### config.mk
export PLATFORM = sky130hd
export DESIGN_NAME = cond_exec_ctrl_flat
export DESIGN_NICKNAME = d
export VERILOG_FILES = /design/src/rtl/cond_exec_ctrl_if.sv /design/src/rtl/cond_exec_ctrl.sv /design/src/flat_wrapper.sv
export SDC_FILE = /design/constraint.sdc
export NUM_CORES = 1
export LEC_CHECK = 0
export CAP_MARGIN = 10
export CORE_ASPECT_RATIO = 1.5
export CORE_MARGIN = 2
export CORE_UTILIZATION = 40
export DETAILED_ROUTE_END_ITERATION = 10
export GPL_TIMING_DRIVEN = 1
export PLACE_DENSITY = 0.68
export SYNTH_ARGS = -nofsm -noshare
export SYNTH_HDL_FRONTEND = slang
export SYNTH_SLANG_ARGS = --single-unit
### constraint.sdc
create_clock -name clk -period 2.6 [get_ports clk]
set_input_delay 0.52 -clock clk [delete_from_list [all_inputs] [get_ports clk]]
set_output_delay 0.52 -clock clk [all_outputs]
set_load 0.01 [all_outputs]
### src/rtl/cond_exec_ctrl_if.sv
// Execute-stage conditional-execution bus.
// The master side drives the decoded Execute instruction: valid, stall,
// condition, flag-write mask, ALU flags and the raw write enables.
// The slave side (cond_exec_ctrl) returns the gated write enables, the raw
// condition result, the NZCV register, the squash-window indicator and the
// executed/annulled event counters.
interface cond_exec_ctrl_if #(
  parameter int CNT_W = 16
);
  logic             ValidE;
  logic             StallE;
  logic [3:0]       CondE;
  logic [1:0]       FlagWriteE;
  logic [3:0]       ALUFlags;
  logic             RegWriteE;
  logic             MemWriteE;
  logic             PCSrcE;

  logic             RegWriteG;
  logic             MemWriteG;
  logic             PCSrcG;
  logic             CondExE;
  logic [3:0]       Flags;
  logic             Shadow;
  logic [CNT_W-1:0] ExecCount;
  logic [CNT_W-1:0] AnnulCount;

  modport master (
    output ValidE, StallE, CondE, FlagWriteE, ALUFlags,
           RegWriteE, MemWriteE, PCSrcE,
    input  RegWriteG, MemWriteG, PCSrcG, CondExE, Flags, Shadow,
           ExecCount, AnnulCount
  );

  modport slave (
    input  ValidE, StallE, CondE, FlagWriteE, ALUFlags,
           RegWriteE, MemWriteE, PCSrcE,
    output RegWriteG, MemWriteG, PCSrcG, CondExE, Flags, Shadow,
           ExecCount, AnnulCount
  );
endinterface

### src/rtl/cond_exec_ctrl.sv
// Execute-stage conditional-execution controller.
// Holds the NZCV flag register, evaluates the Execute condition field against
// it, gates register/memory/PC writes, squashes SHADOW_CYCLES advancing
// Execute slots after a taken redirect, and counts committed and annulled
// instructions with saturating counters.
// Ports:
//   clk     - system clock, rising edge
//   reset_n - asynchronous active-low reset
//   bus     - slave side of cond_exec_ctrl_if (decoded Execute inputs in,
//             gated enables / flags / shadow / counters out)
module cond_exec_ctrl #(
  parameter int SHADOW_CYCLES = 2,
  parameter int CNT_W         = 16
) (
  input logic            clk,
  input logic            reset_n,
  cond_exec_ctrl_if.slave bus
);

  typedef enum logic {RUN = 1'b0, SHADOW = 1'b1} state_e;

  localparam logic [3:0]       SHADOW_INIT = 4'(SHADOW_CYCLES);
  localparam logic [CNT_W-1:0] CNT_MAX     = '1;

  state_e           state_q, state_d;
  logic [3:0]       cnt_q, cnt_d;
  logic [3:0]       flags_q, flags_d;
  logic [CNT_W-1:0] exec_q, exec_d;
  logic [CNT_W-1:0] annul_q, annul_d;

  logic cond_pass;
  logic advance;
  logic in_shadow;
  logic commit;
  logic annul;

  function automatic logic cond_eval(input logic [3:0] c, input logic [3:0] f);
    logic n, z, cf, v, ge;
    n  = f[3];
    z  = f[2];
    cf = f[1];
    v  = f[0];
    ge = (n == v);
    case (c)
      4'b0000: cond_eval = z;
      4'b0001: cond_eval = !z;
      4'b0010: cond_eval = cf;
      4'b0011: cond_eval = !cf;
      4'b0100: cond_eval = n;
      4'b0101: cond_eval = !n;
      4'b0110: cond_eval = v;
      4'b0111: cond_eval = !v;
      4'b1000: cond_eval = cf & !z;
      4'b1001: cond_eval = !(cf & !z);
      4'b1010: cond_eval = ge;
      4'b1011: cond_eval = !ge;
      4'b1100: cond_eval = !z & ge;
      4'b1101: cond_eval = !(!z & ge);
      4'b1110: cond_eval = 1'b1;
      default: cond_eval = 1'b0;   // 1111 never executes
    endcase
  endfunction

  function automatic logic [CNT_W-1:0] sat_inc(input logic [CNT_W-1:0] x);
    sat_inc = (x == CNT_MAX) ? x : x + 1'b1;
  endfunction

  // State register
  always_ff @(posedge clk or negedge reset_n) begin
    if (!reset_n) begin
      state_q <= RUN;
      cnt_q   <= 4'd0;
    end else begin
      state_q <= state_d;
      cnt_q   <= cnt_d;
    end
  end

  // Next-state logic: bubbles consume window slots, stalls freeze them
  always_comb begin
    state_d = state_q;
    cnt_d   = cnt_q;
    case (state_q)
      RUN: begin
        if (bus.PCSrcE && commit) begin
          state_d = SHADOW;
          cnt_d   = SHADOW_INIT;
        end
      end
      SHADOW: begin
        if (advance) begin
          if (cnt_q == 4'd1) begin
            state_d = RUN;
            cnt_d   = 4'd0;
          end else begin
            cnt_d = cnt_q - 4'd1;
          end
        end
      end
      default: begin
        state_d = RUN;
        cnt_d   = 4'd0;
      end
    endcase
  end

  // Output logic: commit and annul are mutually exclusive by construction
  always_comb begin
    cond_pass = cond_eval(bus.CondE, flags_q);
    advance   = !bus.StallE;
    in_shadow = (state_q == SHADOW);
    commit    = bus.ValidE & advance & cond_pass & !in_shadow;
    annul     = bus.ValidE & advance & (!cond_pass | in_shadow);
  end

  always_comb begin
    flags_d = flags_q;
    if (commit) begin
      if (bus.FlagWriteE[1]) flags_d[3:2] = bus.ALUFlags[3:2];
      if (bus.FlagWriteE[0]) flags_d[1:0] = bus.ALUFlags[1:0];
    end
    exec_d  = commit ? sat_inc(exec_q)  : exec_q;
    annul_d = annul  ? sat_inc(annul_q) : annul_q;
  end

  always_ff @(posedge clk or negedge reset_n) begin
    if (!reset_n) begin
      flags_q <= 4'd0;
      exec_q  <= '0;
      annul_q <= '0;
    end else begin
      flags_q <= flags_d;
      exec_q  <= exec_d;
      annul_q <= annul_d;
    end
  end

  assign bus.RegWriteG  = bus.RegWriteE & commit;
  assign bus.MemWriteG  = bus.MemWriteE & commit;
  assign bus.PCSrcG     = bus.PCSrcE & commit;
  assign bus.CondExE    = cond_pass;
  assign bus.Flags      = flags_q;
  assign bus.Shadow     = in_shadow;
  assign bus.ExecCount  = exec_q;
  assign bus.AnnulCount = annul_q;

endmodule

### src/flat_wrapper.sv
// flat-port wrapper written by rule: the top's interface ports become plain ports
module cond_exec_ctrl_flat 
#(
  parameter int SHADOW_CYCLES = 2,
  parameter int CNT_W         = 16
)
  (clk, reset_n, bus_ValidE, bus_StallE, bus_CondE, bus_FlagWriteE, bus_ALUFlags, bus_RegWriteE, bus_MemWriteE, bus_PCSrcE, bus_RegWriteG, bus_MemWriteG, bus_PCSrcG, bus_CondExE, bus_Flags, bus_Shadow, bus_ExecCount, bus_AnnulCount);
  cond_exec_ctrl_if #(.CNT_W(CNT_W)) bus_i ();
  input logic clk;
  input logic reset_n;
  input wire logic [$bits(bus_i.ValidE)-1:0] bus_ValidE;
  input wire logic [$bits(bus_i.StallE)-1:0] bus_StallE;
  input wire logic [$bits(bus_i.CondE)-1:0] bus_CondE;
  input wire logic [$bits(bus_i.FlagWriteE)-1:0] bus_FlagWriteE;
  input wire logic [$bits(bus_i.ALUFlags)-1:0] bus_ALUFlags;
  input wire logic [$bits(bus_i.RegWriteE)-1:0] bus_RegWriteE;
  input wire logic [$bits(bus_i.MemWriteE)-1:0] bus_MemWriteE;
  input wire logic [$bits(bus_i.PCSrcE)-1:0] bus_PCSrcE;
  output wire logic [$bits(bus_i.RegWriteG)-1:0] bus_RegWriteG;
  output wire logic [$bits(bus_i.MemWriteG)-1:0] bus_MemWriteG;
  output wire logic [$bits(bus_i.PCSrcG)-1:0] bus_PCSrcG;
  output wire logic [$bits(bus_i.CondExE)-1:0] bus_CondExE;
  output wire logic [$bits(bus_i.Flags)-1:0] bus_Flags;
  output wire logic [$bits(bus_i.Shadow)-1:0] bus_Shadow;
  output wire logic [$bits(bus_i.ExecCount)-1:0] bus_ExecCount;
  output wire logic [$bits(bus_i.AnnulCount)-1:0] bus_AnnulCount;
  assign bus_i.ValidE = bus_ValidE;
  assign bus_i.StallE = bus_StallE;
  assign bus_i.CondE = bus_CondE;
  assign bus_i.FlagWriteE = bus_FlagWriteE;
  assign bus_i.ALUFlags = bus_ALUFlags;
  assign bus_i.RegWriteE = bus_RegWriteE;
  assign bus_i.MemWriteE = bus_MemWriteE;
  assign bus_i.PCSrcE = bus_PCSrcE;
  assign bus_RegWriteG = bus_i.RegWriteG;
  assign bus_MemWriteG = bus_i.MemWriteG;
  assign bus_PCSrcG = bus_i.PCSrcG;
  assign bus_CondExE = bus_i.CondExE;
  assign bus_Flags = bus_i.Flags;
  assign bus_Shadow = bus_i.Shadow;
  assign bus_ExecCount = bus_i.ExecCount;
  assign bus_AnnulCount = bus_i.AnnulCount;
  cond_exec_ctrl #(.SHADOW_CYCLES(SHADOW_CYCLES), .CNT_W(CNT_W)) u_core (.clk(clk), .reset_n(reset_n), .bus(bus_i));
endmodule
Word level (Yosys, flattened, before mapping)
Index checks and enable logic that the tools add are counted.
Widths: inputs -> output; s select.

cells by class
  add/sub/neg operators = 3
  equal/unequal tests = 20
  multiplexer cells = 9
  bitwise gates (word level) = 13
  reductions and logical operators = 17

operator list
  kind                   number
  $add 16x1->16 const B  2
  $eq 16x16->1 const B   2
  $eq 4x4->1 const B     7
  $eq 4x3->1 const B     4
  $pmux 1 s15            1
  $mux 4                 3
  $logic_not 1->1        10
  $reduce_and 2->1       5
  $and 1x1->1            9
  $eq 4x1->1 const B     2
  $eq 4x2->1 const B     2
  $pmux 4 s2             1
  $logic_not 4->1        1
  $sub 4x1->4 const B    1
  $mux 1                 3
  $not 1->1              3
  $ne 2x1->1 const B     1
  $ne 2x2->1 const B     1
  $pmux 1 s2             1
  $eq 1x1->1             1
  $logic_and 1x1->1      1
  $or 1x1->1             1

storage, ports and cells
  register bits = 41
  input bits = 17
  output and inout bits = 41
  word-level logic and storage cells = 68

Logic depth before layout (Yosys ltp)
Gate-level depths: netlist of run 1.

  depth after elaboration = 9
  mapped depth = 9
  depth with buffers taken out = 8

Worst setup path after synthesis of run 1
OpenSTA, ideal clock, no wires.

  path type = input to output
  start point = input bus_CondE[0]
  end point = output bus_PCSrcG
  arrival = 1,917 ps
  data required time = 2,080 ps
  setup slack = 163 ps
  stages = 7
  path buffers = 2
  cells stage by stage = buf_2 o311ai_0 o2111a_2 or2_4 buf_6 nand3_1 inv_1

between the ends
  word-level cells in the longest chain between the ends = 5
  elaborated cells between the ends (all ways) = 19
  those cells by class = 14 x eq/ne; 1 x mux; 3 x bitwise; 1 x reduce/logical

RTL lines
  item                                      RTL line               source
  from (decl)                               flat_wrapper.sv:13     input wire logic [$bits(bus_i.CondE)-1:0] bus_CondE;
  $eq 4x4->1, or another cell as far along  cond_exec_ctrl.sv:44   case (c)
  $pmux 1 s15 *                             cond_exec_ctrl.sv:44
  $and 1x1->1 * (2 in series)               cond_exec_ctrl.sv:112  commit = bus.ValidE & advance & cond_pass & !in_shadow;
  $and 1x1->1 *                             cond_exec_ctrl.sv:140  assign bus.PCSrcG = bus.PCSrcE & commit;
  to (decl)                                 flat_wrapper.sv:21     output wire logic [$bits(bus_i.PCSrcG)-1:0] bus_PCSrcG;

Mark *: on every way between the ends. The rest lies on a longest branch, timed or not.

Worst setup path in the final report of run 1
  start point = register u_core.flags_q[0], in the netlist u_core.bus.Flags[0]
  end point = output bus_MemWriteG

between the ends
  word-level cells in the longest chain between the ends = 7
  elaborated cells between the ends (all ways) = 9
  those cells by class = 1 x eq/ne; 1 x mux; 4 x bitwise; 3 x reduce/logical

RTL lines
  item                         RTL line                                    source
  from (decl)                  cond_exec_ctrl.sv:27                        logic [3:0] flags_q, flags_d;
  from (signal assigned)       cond_exec_ctrl.sv:132                       flags_q <= flags_d;
  $eq 1x1->1                   cond_exec_ctrl.sv:43                        ge = (n == v);
  $and 1x1->1                  cond_exec_ctrl.sv:57, cond_exec_ctrl.sv:58
  $logic_not 1->1              cond_exec_ctrl.sv:58                        4'b1101: cond_eval = !(!z & ge);
  $pmux 1 s15 *                cond_exec_ctrl.sv:44
  $and 1x1->1 * (2 in series)  cond_exec_ctrl.sv:112
  $and 1x1->1 *                cond_exec_ctrl.sv:139                       assign bus.MemWriteG = bus.MemWriteE & commit;
  to (decl)                    flat_wrapper.sv:20                          output wire logic [$bits(bus_i.MemWriteG)-1:0] bus_MemWriteG;

Marks and branches as above.

==> flow_summary.html, run 1 <==
<table>
<tr><th>Metric</th><th>Value</th></tr>
<tr><th colspan="2">Worst setup path</th></tr>
<tr><td>R2R Path Start</td><td>u_core.bus.Flags[0]</td></tr>
<tr><td>Maximum single-stage delay on the critical path</td><td>just over 0.4 ns</td></tr>
<tr><td>Critical path, cell by cell</td><td>xor2_2 &gt; buf_4 &gt; o2111a_1 &gt; o21ai_2 &gt; a21oi_2 &gt; or2_4 &gt; and3_4 &gt; buf_6</td></tr>
<tr><td>Data required, critical path</td><td>roughly 2.1 ns</td></tr>
<tr><td>Type of the worst setup path</td><td>reg -&gt; out</td></tr>
<tr><td>Worst path arrival time</td><td>2.08 ns</td></tr>
<tr><td>Max Fanout on Critical Path</td><td>5</td></tr>
<tr><td>Number of cells on the worst reg-to-reg path</td><td>11</td></tr>
<tr><td>Worst flop-to-flop path endpoint</td><td>u_core.bus.AnnulCount[1]</td></tr>
<tr><td>Crit-path slowest cell</td><td>sky130_fd_sc_hd__dfrtp_1</td></tr>
<tr><td>Startpoint Class</td><td>flop</td></tr>
<tr><td>CP endpoint kind</td><td>output port</td></tr>
<tr><td>Internal reg-to-reg setup slack</td><td>~0.11 ns</td></tr>
<tr><th colspan="2">Place</th></tr>
<tr><td>Dpl hpwl</td><td>3.651 mm</td></tr>
<tr><td>Input/output buffers</td><td>57</td></tr>
<tr><td>Routability congestion estimate from global placement</td><td>0.7926</td></tr>
<tr><td>Post-placement cell count</td><td>350</td></tr>
<tr><th colspan="2">Synthesis</th></tr>
<tr><td>Number of enable flip-flop cells after synthesis</td><td>0</td></tr>
<tr><td>Number of register bits inferred by synthesis</td><td>41</td></tr>
<tr><td>Count of warnings emitted by yosys</td><td>0</td></tr>
<tr><td>Post-synth top cells</td><td>sky130_fd_sc_hd__dfrtp_1, sky130_fd_sc_hd__xnor2_1, sky130_fd_sc_hd__nand3_1, sky130_fd_sc_hd__nand2_1, sky130_fd_sc_hd__nand4_1</td></tr>
<tr><td>Adder-Cell Fraction of Synth Area</td><td>2.308%</td></tr>
<tr><td>Number of distinct library cell variants in the gate-level netlist after synthesis</td><td>38</td></tr>
<tr><td>Largest family of logic cells by synthesized area</td><td>simple AND/OR/NAND/NOR gates</td></tr>
<tr><td>Area share of the largest cell type after synthesis</td><td>47.32%</td></tr>
<tr><td>Cell area after synthesis</td><td>roughly 2200 µm²</td></tr>
<tr><td>Simple-Gate Fraction of Synth Area</td><td>23.31%</td></tr>
<tr><td>Top post-synthesis cells by area</td><td>sky130_fd_sc_hd__dfrtp_1, sky130_fd_sc_hd__xnor2_1, sky130_fd_sc_hd__mux2_2</td></tr>
<tr><td>Share of synthesized area spent on multiplexers</td><td>4.155%</td></tr>
<tr><td>Synthesized instance count</td><td>a little over 200</td></tr>
<tr><td>Complex-gate fraction of the synthesized area</td><td>7.098%</td></tr>
<tr><td>Top FF cell, synth</td><td>sky130_fd_sc_hd__dfrtp_1</td></tr>
<tr><td>Sequential share of the synthesized area</td><td>47.32%</td></tr>
<tr><td>Average instance area after synthesis</td><td>10.48 µm²</td></tr>
<tr><td>Post-synth net total</td><td>228</td></tr>
<tr><td>Biggest area consumer among synthesized cells</td><td>sky130_fd_sc_hd__dfrtp_1</td></tr>
<tr><td>Synth Area in XOR/XNOR</td><td>between 10% and 20%</td></tr>
<tr><td>Async set-reset flop share out of synthesis</td><td>100.0%</td></tr>
<tr><td>Count leader, synth</td><td>sky130_fd_sc_hd__dfrtp_1</td></tr>
<tr><th colspan="2">Pwr</th></tr>
<tr><td>Worst IR drop on VDD</td><td>0.5784 mV</td></tr>
<tr><td>LEAKAGE</td><td>1.393 nW</td></tr>
<tr><td>Ratio of total power to cell area</td><td>750.3 nW/µm²</td></tr>
<tr><th colspan="2">Clock network</th></tr>
<tr><td>CTS tree</td><td>done</td></tr>
<tr><td>Number of sinks driven by the clock tree</td><td>41</td></tr>
<tr><td>Max Buffers Root-to-Sink</td><td>2</td></tr>
<tr><td>H-Tree Level Count</td><td>2</td></tr>
<tr><td>Number of buffers created by CTS</td><td>5</td></tr>
<tr><td>Count of hold buffers inserted by post-cts repair</td><td>0</td></tr>
<tr><td>Clock input transition at the sequential cells of the worst setup and hold paths</td><td>roughly 0.070 ns</td></tr>
<tr><td>Root buffer cell</td><td>sky130_fd_sc_hd__clkbuf_8</td></tr>
<tr><td>Clk_lat worst skew</td><td>0.30 ns</td></tr>
<tr><th colspan="2">Drt</th></tr>
<tr><td>Vias per std cell</td><td>5.105</td></tr>
<tr><td>Final antenna-violating net count</td><td>0</td></tr>
<tr><td>Met1 wire length</td><td>2.041 mm</td></tr>
<tr><td>Initial DRC Count</td><td>28</td></tr>
<tr><td>Number of iterations in the first detailed-routing pass</td><td>4</td></tr>
<tr><td>Average wire per cell in the routed design</td><td>roughly 14 µm</td></tr>
<tr><td>Top routing layer in use</td><td>met4</td></tr>
<tr><td>Vias after detailed routing</td><td>1853</td></tr>
<tr><td>Routed wire length</td><td>5.015 mm</td></tr>
<tr><td>Met3 WL post-DR</td><td>217 µm</td></tr>
<tr><td>Met2 routed WL</td><td>approximately 2.7 mm</td></tr>
<tr><td>Number of DRC violations after detailed routing</td><td>0</td></tr>
<tr><th colspan="2">Cells and area</th></tr>
<tr><td>Number of standard cells in the layout, taps in and fillers out</td><td>around 360</td></tr>
<tr><td>Final core occ</td><td>~61%</td></tr>
<tr><td>Number of filler cells placed in the layout</td><td>469</td></tr>
<tr><td>Sequential cell area</td><td>a little over 1000 µm²</td></tr>
<tr><td>Area added between synthesis and finish</td><td>47.43%</td></tr>
<tr><td>Diode count</td><td>0</td></tr>
<tr><td>Area of the multi-input gates</td><td>roughly 1100 µm²</td></tr>
<tr><td>Share of final-layout standard cells stronger than drive strength 1</td><td>a little over a fifth</td></tr>
<tr><td>Post-layout nets</td><td>between 300 and 400</td></tr>
<tr><th colspan="2">STA</th></tr>
<tr><td>Worst-case headroom to the max-slew limit</td><td>slightly above 40%</td></tr>
<tr><td>Minimum clock period</td><td>2.598 ns</td></tr>
<tr><td>Unrepaired setup endpoints after global routing</td><td>true</td></tr>
<tr><td>Final worst path period share</td><td>between 90% and 100%</td></tr>
<tr><td>Total of endpoints with negative setup slack in the final report</td><td>0</td></tr>
<tr><td>Final number of hold-violating endpoints</td><td>0</td></tr>
<tr><td>Final clock skew</td><td>0.01049 ns</td></tr>
<tr><td>Post-route setup TNS</td><td>0 ns</td></tr>
<tr><td>Worst slew pin tran</td><td>around 0.88 ns</td></tr>
<tr><td>Highest Clock Rate</td><td>0.3849 GHz</td></tr>
<tr><td>Max Transition Viols Final</td><td>0</td></tr>
<tr><td>WHS</td><td>approximately 0.35 ns</td></tr>
<tr><th colspan="2">Run status</th></tr>
<tr><td>Outcome</td><td>finished clean</td></tr>
<tr><th colspan="2">Run</th></tr>
<tr><td>Number of violations of the max-capacitance limit</td><td>0</td></tr>
<tr><th colspan="2">Global route</th></tr>
<tr><td>Antenna violations before repair</td><td>0</td></tr>
<tr><td>Pin count of the biggest net entering global routing</td><td>42</td></tr>
<tr><td>Global route overflow</td><td>0</td></tr>
<tr><td>Via count of the first global-routing pass</td><td>roughly 1800</td></tr>
<tr><td>Overall global routing resource usage</td><td>17.24%</td></tr>
<tr><td>Wire length of the first global-routing pass</td><td>slightly above 8 mm</td></tr>
<tr><th colspan="2">Die</th></tr>
<tr><td>Die area</td><td>6038 µm²</td></tr>
<tr><td>Row Count</td><td>32</td></tr>
<tr><td>Vertical die dimension</td><td>94.18 µm</td></tr>
<tr><td>Ports placed on the boundary</td><td>58</td></tr>
<tr><td>Die boundary width</td><td>64.12 µm</td></tr>
<tr><td>Total core area</td><td>5205 µm²</td></tr>
<tr><td>Starting density of the core</td><td>41.66%</td></tr>
<tr><th colspan="2">Hold path</th></tr>
<tr><td>Hold crit path type</td><td>in -&gt; async</td></tr>
</table>
-- per-stage QoR --
stage / cell area [µm²] / setup slack (ns) / total power (W)
2_1_floorplan: 2168 / 0.1630 / 0.001357
3_3_place_gp: 2975 / -0.5380 / 0.001819
3_5_place_dp: 2975 / -0.5803 / 0.001830
4_1_cts: 3123 / -0.03156 / 0.002397
5_1_grt: 3197 / -0.05488 / 0.002542
6_report: 3197 / 0.001845 / 0.002399
-- layer usage --
| layer | global-route usage, % | up-vias |
|---|---|---|
| li1 | - | 914 |
| met5 | 0 | - |
| met4 | 6.915 | 0 |
| met2 | 31.60 | 39 |
| met3 | 3.477 | 7 |
| met1 | 19.22 | 893 |
-- worst max-delay path by stage --
stage | start | endpoint | slack [ns]
CTS | u_core.bus.Flags[3] | bus_MemWriteG | -0.03
global route | u_core.bus.Flags[0] | bus_RegWriteG | -0.05
detailed placement | bus_CondE[0] | bus_RegWriteG | -0.58
global placement | bus_CondE[0] | bus_RegWriteG | -0.54
floorplan | bus_CondE[0] | bus_PCSrcG | 0.16
finish | u_core.bus.Flags[0] | bus_MemWriteG | 0.002
-- state kept, by name, indices dropped and copies added, names as in the netlist --
register               flops
u_core.bus.AnnulCount     16
u_core.bus.ExecCount      16
u_core.bus.Flags           4
u_core.bus.Shadow          1
u_core.cnt_q               4
-- cell families after synthesis --
logic type	count (synthesis)
AND/OR/NAND/NOR	88
XOR/XNOR	32
adder cells (fa/ha/maj)	4
buffers and inverters	14
multiplexers	8
AO/OA/AOI/OAI	20
flip-flops	41
-- area by class of cell --
type	instances	area share, %
clock buffers	7	2.701
clock inverters	1	0.9393
inverters	9	1.057
multi-input cells	152	35.93
flip-flops and latches	41	32.09
well taps	68	2.661
repair buffers	85	24.62
-- placed cells by master, fill, tap and decap left out, types with 3 or more instances in the layout --
cell type and n:
sky130_fd_sc_hd__clkdlybuf4s50_1 48, sky130_fd_sc_hd__nand3b_1 3, sky130_fd_sc_hd__nand2_1 14, sky130_fd_sc_hd__nand2b_1 7, sky130_fd_sc_hd__nor2b_1 3, sky130_fd_sc_hd__dfrtp_1 41
sky130_fd_sc_hd__xor2_1 8, sky130_fd_sc_hd__buf_6 3, sky130_fd_sc_hd__inv_1 8, sky130_fd_sc_hd__o211ai_1 3, sky130_fd_sc_hd__nor2_1 8, sky130_fd_sc_hd__clkbuf_8 6
sky130_fd_sc_hd__nor3_1 6, sky130_fd_sc_hd__ha_1 4, sky130_fd_sc_hd__buf_4 26, sky130_fd_sc_hd__mux2_2 6, sky130_fd_sc_hd__dlygate4sd2_1 4, sky130_fd_sc_hd__xnor2_1 23
sky130_fd_sc_hd__nand4_1 14, sky130_fd_sc_hd__nand3_1 15, sky130_fd_sc_hd__and3_1 5
-- power breakdown --
part	switching [W]	internal (W)
clock	0.000220	0.000313
sequential	0.000154	0.000771
combinational	0.000389	0.000552
total	0.000762	0.00164
-- repair_timing --
action                                  CTS  global route
endpoints found under the setup margin    6             6
pin swaps                                 5            11
setup buffers                             2             3
cloned                                    0             0
resized for setup                        24            10
-- critical path: cells and delay by family, from the launching register on --
kind / cells / cell delay [ns]
AOI/OAI and AO/OA: 3 / 0.51
xor gates and xnor gates: 1 / 0.20
and+or+nand+nor: 2 / 0.42
buffers and inverters: 2 / 0.25
DFF: 1 / 0.41
No activity file was read; power rests on OpenSTA's default activity.
==> inputs of run 2 (changes only) <==
Settings changed: CELL_PAD_IN_SITES_DETAIL_PLACEMENT set to 1, CELL_PAD_IN_SITES_GLOBAL_PLACEMENT set to 1, CORE_UTILIZATION 40 to 37, CTS_CLUSTER_SIZE set to 10, HOLD_SLACK_MARGIN set to 0.02, PLACE_DENSITY 0.68 to unset, PLACE_DENSITY_LB_ADDON set to 0.1.
==> flow_summary.html, run 2 (synthesized netlist as in run 1, its figures left out) <==
<table>
<tr><th>Metric</th><th>Value</th></tr>
<tr><th colspan="2">Run status</th></tr>
<tr><td>Outcome</td><td>finished clean</td></tr>
<tr><th colspan="2">STA</th></tr>
<tr><td>Final clock skew</td><td>0.007760 ns</td></tr>
<tr><td>Worst-case headroom to the max-slew limit</td><td>64.60%</td></tr>
<tr><td>WHS</td><td>0.2849 ns</td></tr>
<tr><td>Highest Clock Rate</td><td>0.3937 GHz</td></tr>
<tr><td>Worst slew pin tran</td><td>0.5311 ns</td></tr>
<tr><td>Final worst path period share</td><td>between 90% and 100%</td></tr>
<tr><td>Max Transition Viols Final</td><td>0</td></tr>
<tr><td>Minimum clock period</td><td>roughly 2.5 ns</td></tr>
<tr><td>Total of endpoints with negative setup slack in the final report</td><td>0</td></tr>
<tr><td>Unrepaired setup endpoints after global routing</td><td>true</td></tr>
<tr><td>Final number of hold-violating endpoints</td><td>0</td></tr>
<tr><th colspan="2">Drt</th></tr>
<tr><td>Met1 wire length</td><td>approximately 2.2 mm</td></tr>
<tr><td>Vias after detailed routing</td><td>1886</td></tr>
<tr><td>Number of DRC violations after detailed routing</td><td>0</td></tr>
<tr><td>Top routing layer in use</td><td>met4</td></tr>
<tr><td>Routed wire length</td><td>5.496 mm</td></tr>
<tr><td>Vias per std cell</td><td>~5.2</td></tr>
<tr><td>Average wire per cell in the routed design</td><td>15.14 µm</td></tr>
<tr><td>Met2 routed WL</td><td>about 3.0 mm</td></tr>
<tr><td>Met3 WL post-DR</td><td>about 240 µm</td></tr>
<tr><td>Number of iterations in the first detailed-routing pass</td><td>4</td></tr>
<tr><td>Initial DRC Count</td><td>35</td></tr>
<tr><td>Final antenna-violating net count</td><td>0</td></tr>
<tr><th colspan="2">Pwr</th></tr>
<tr><td>Pwr Total</td><td>between 0.002 and 0.0025 W</td></tr>
<tr><td>Worst IR drop on VDD</td><td>approximately 0.50 mV</td></tr>
<tr><td>Ratio of total power to cell area</td><td>between 700 and 800 nW/µm²</td></tr>
<tr><td>LEAKAGE</td><td>1.361 nW</td></tr>
<tr><th colspan="2">Worst setup path</th></tr>
<tr><td>Data required, critical path</td><td>2.08 ns</td></tr>
<tr><td>CP endpoint kind</td><td>output port</td></tr>
<tr><td>Worst path arrival time</td><td>2.02 ns</td></tr>
<tr><td>Startpoint Class</td><td>flop</td></tr>
<tr><td>Type of the worst setup path</td><td>reg -&gt; out</td></tr>
<tr><td>Max Fanout on Critical Path</td><td>4</td></tr>
<tr><th colspan="2">Global route</th></tr>
<tr><td>Via count of the first global-routing pass</td><td>2033</td></tr>
<tr><td>Pin count of the biggest net entering global routing</td><td>42</td></tr>
<tr><td>Global route overflow</td><td>0</td></tr>
<tr><td>Wire length of the first global-routing pass</td><td>9.446 mm</td></tr>
<tr><td>Antenna violations before repair</td><td>0</td></tr>
<tr><td>Overall global routing resource usage</td><td>18.50%</td></tr>
<tr><th colspan="2">Die</th></tr>
<tr><td>Starting density of the core</td><td>37.76%</td></tr>
<tr><td>Die area</td><td>6502 µm²</td></tr>
<tr><td>Die boundary width</td><td>66.51 µm</td></tr>
<tr><td>Row Count</td><td>34</td></tr>
<tr><td>Ports placed on the boundary</td><td>between 50 and 60</td></tr>
<tr><td>Vertical die dimension</td><td>roughly 98 µm</td></tr>
<tr><td>Total core area</td><td>between 5000 and 6000 µm²</td></tr>
<tr><th colspan="2">Cells and area</th></tr>
<tr><td>Post-layout nets</td><td>311</td></tr>
<tr><td>Share of final-layout standard cells stronger than drive strength 1</td><td>20.62%</td></tr>
<tr><td>Number of standard cells in the layout, taps in and fillers out</td><td>363</td></tr>
<tr><td>Post-route design area</td><td>3138 µm²</td></tr>
<tr><td>Leading cell types in the layout, fill and taps excluded</td><td>sky130_fd_sc_hd__clkdlybuf4s50_1, sky130_fd_sc_hd__dfrtp_1, sky130_fd_sc_hd__xnor2_1, sky130_fd_sc_hd__buf_4, sky130_fd_sc_hd__nand3_1</td></tr>
<tr><td>Number of filler cells placed in the layout</td><td>643</td></tr>
<tr><td>Most common cell after layout, fill and taps aside</td><td>sky130_fd_sc_hd__clkdlybuf4s50_1</td></tr>
<tr><td>Area added between synthesis and finish</td><td>44.72%</td></tr>
<tr><td>Diode count</td><td>0</td></tr>
<tr><td>Final core occ</td><td>about 55%</td></tr>
<tr><th colspan="2">Clock network</th></tr>
<tr><td>Root buffer cell</td><td>sky130_fd_sc_hd__clkbuf_8</td></tr>
<tr><td>Number of buffers created by CTS</td><td>5</td></tr>
<tr><td>Max Buffers Root-to-Sink</td><td>2</td></tr>
<tr><td>Number of sinks driven by the clock tree</td><td>41</td></tr>
<tr><td>Count of hold buffers inserted by post-cts repair</td><td>0</td></tr>
<tr><td>Clock input transition at the sequential cells of the worst setup and hold paths</td><td>0.08 ns</td></tr>
<tr><td>H-Tree Level Count</td><td>2</td></tr>
<tr><td>Clk_lat worst skew</td><td>0.29 ns</td></tr>
<tr><td>CTS tree</td><td>done</td></tr>
<tr><th colspan="2">Place</th></tr>
<tr><td>Input/output buffers</td><td>57</td></tr>
<tr><td>Cell area reported after detailed placement</td><td>2965 µm²</td></tr>
<tr><td>Post-placement cell count</td><td>352</td></tr>
<tr><td>Dpl hpwl</td><td>4.056 mm</td></tr>
<tr><td>Routability congestion estimate from global placement</td><td>0.8009</td></tr>
<tr><th colspan="2">Run</th></tr>
<tr><td>Number of violations of the max-capacitance limit</td><td>0</td></tr>
<tr><th colspan="2">Hold path</th></tr>
<tr><td>Hold crit path type</td><td>in -&gt; async</td></tr>
</table>
-- run 2: changes by cell type in the layout (fill, tap and decap cells not counted), sizes merged --
| cell | previous run | this run |
|---|---|---|
| buf | 32 | 28 |
| clkbuf | 7 | 8 |
| dlymetal6s2s | 1 | 0 |
-- run 2: what timing repair did --
action	4_1_cts	5_1_grt
setup buffers	2	1
gates resized for setup	23	9
gates cloned	0	0
endpoints found under the setup margin	6	3
pin swaps	4	5
-- run 2: worst paths after layout --
| check | startpoint | end | slack [ns] | cells past startpoint |
|---|---|---|---|---|
| worst min register to register | u_core.bus.AnnulCount[10] | u_core.bus.AnnulCount[10] | 0.49 | 1 |
| min in group clk | u_core.bus.AnnulCount[10] | u_core.bus.AnnulCount[10] | 0.49 | 1 |
| worst min-delay path | reset_n | u_core.cnt_q[3] | 0.28 | 2 |
| worst max-delay path | u_core.bus.Flags[0] | bus_RegWriteG | 0.06 | 7 |
| worst max register to register | u_core.bus.Flags[0] | u_core.bus.AnnulCount[14] | 0.19 | 8 |
| max in group asynchronous | reset_n | u_core.bus.ExecCount[10] | 1.94 | 2 |
-- run 2: final cells by class --
| type | instances | area (µm²) | area share (%) |
|---|---|---|---|
| clock buffer | 7 | 86.33 | 2.751 |
| clock inverter | 1 | 30.03 | 0.9569 |
| timing repair buffer | 81 | 745.7 | 23.76 |
| sequential | 41 | 1026 | 32.70 |
| multi-input combinational | 152 | 1126 | 35.89 |
| inverter | 9 | 33.78 | 1.077 |
| tap | 72 | 90.09 | 2.871 |
-- run 2: metrics by stage --
stage,TNS (ns),setup slack [ns]
after floorplan,0,0.1630
after global placement,-6.428,-0.6325
after detailed placement,-7.237,-0.6626
after CTS,0,0.01391
after global routing,-0.06222,-0.03135
final,0,0.05979
-- run 2: routing by layer --
| metal | GRT usage (%) | vias up |
|---|---|---|
| met3 | 4.032 | 4 |
| met5 | 0 | - |
| met1 | 22.41 | 937 |
| met4 | 4.553 | 0 |
| li1 | - | 903 |
| met2 | 32.69 | 42 |
-- run 2: power breakdown --
group	leakage (nW)	switching, W	internal, W	total, W
sequential	0.540	0.000164	0.000771	0.000935
combinational	0.763	0.000380	0.000516	0.000897
clock	0.0585	0.000222	0.000313	0.000536
total	1.36	0.000767	0.00160	0.00237
-- run 2: worst max-delay path, cell delays in order, from the launching register on --
cell                       delay [ns]
sky130_fd_sc_hd__dfrtp_1         0.42
sky130_fd_sc_hd__xor2_2          0.26
sky130_fd_sc_hd__o21ai_1         0.11
sky130_fd_sc_hd__o21a_1          0.14
sky130_fd_sc_hd__o2111a_2        0.26
sky130_fd_sc_hd__or2_4           0.25
sky130_fd_sc_hd__and3_4          0.18
sky130_fd_sc_hd__buf_6           0.11
==> inputs of run 3 (changes only) <==
Settings changed: CAP_MARGIN 10 to unset.
==> results of run 3 <==
No change in the layout: final DEF, timing and power equal those of run 2.
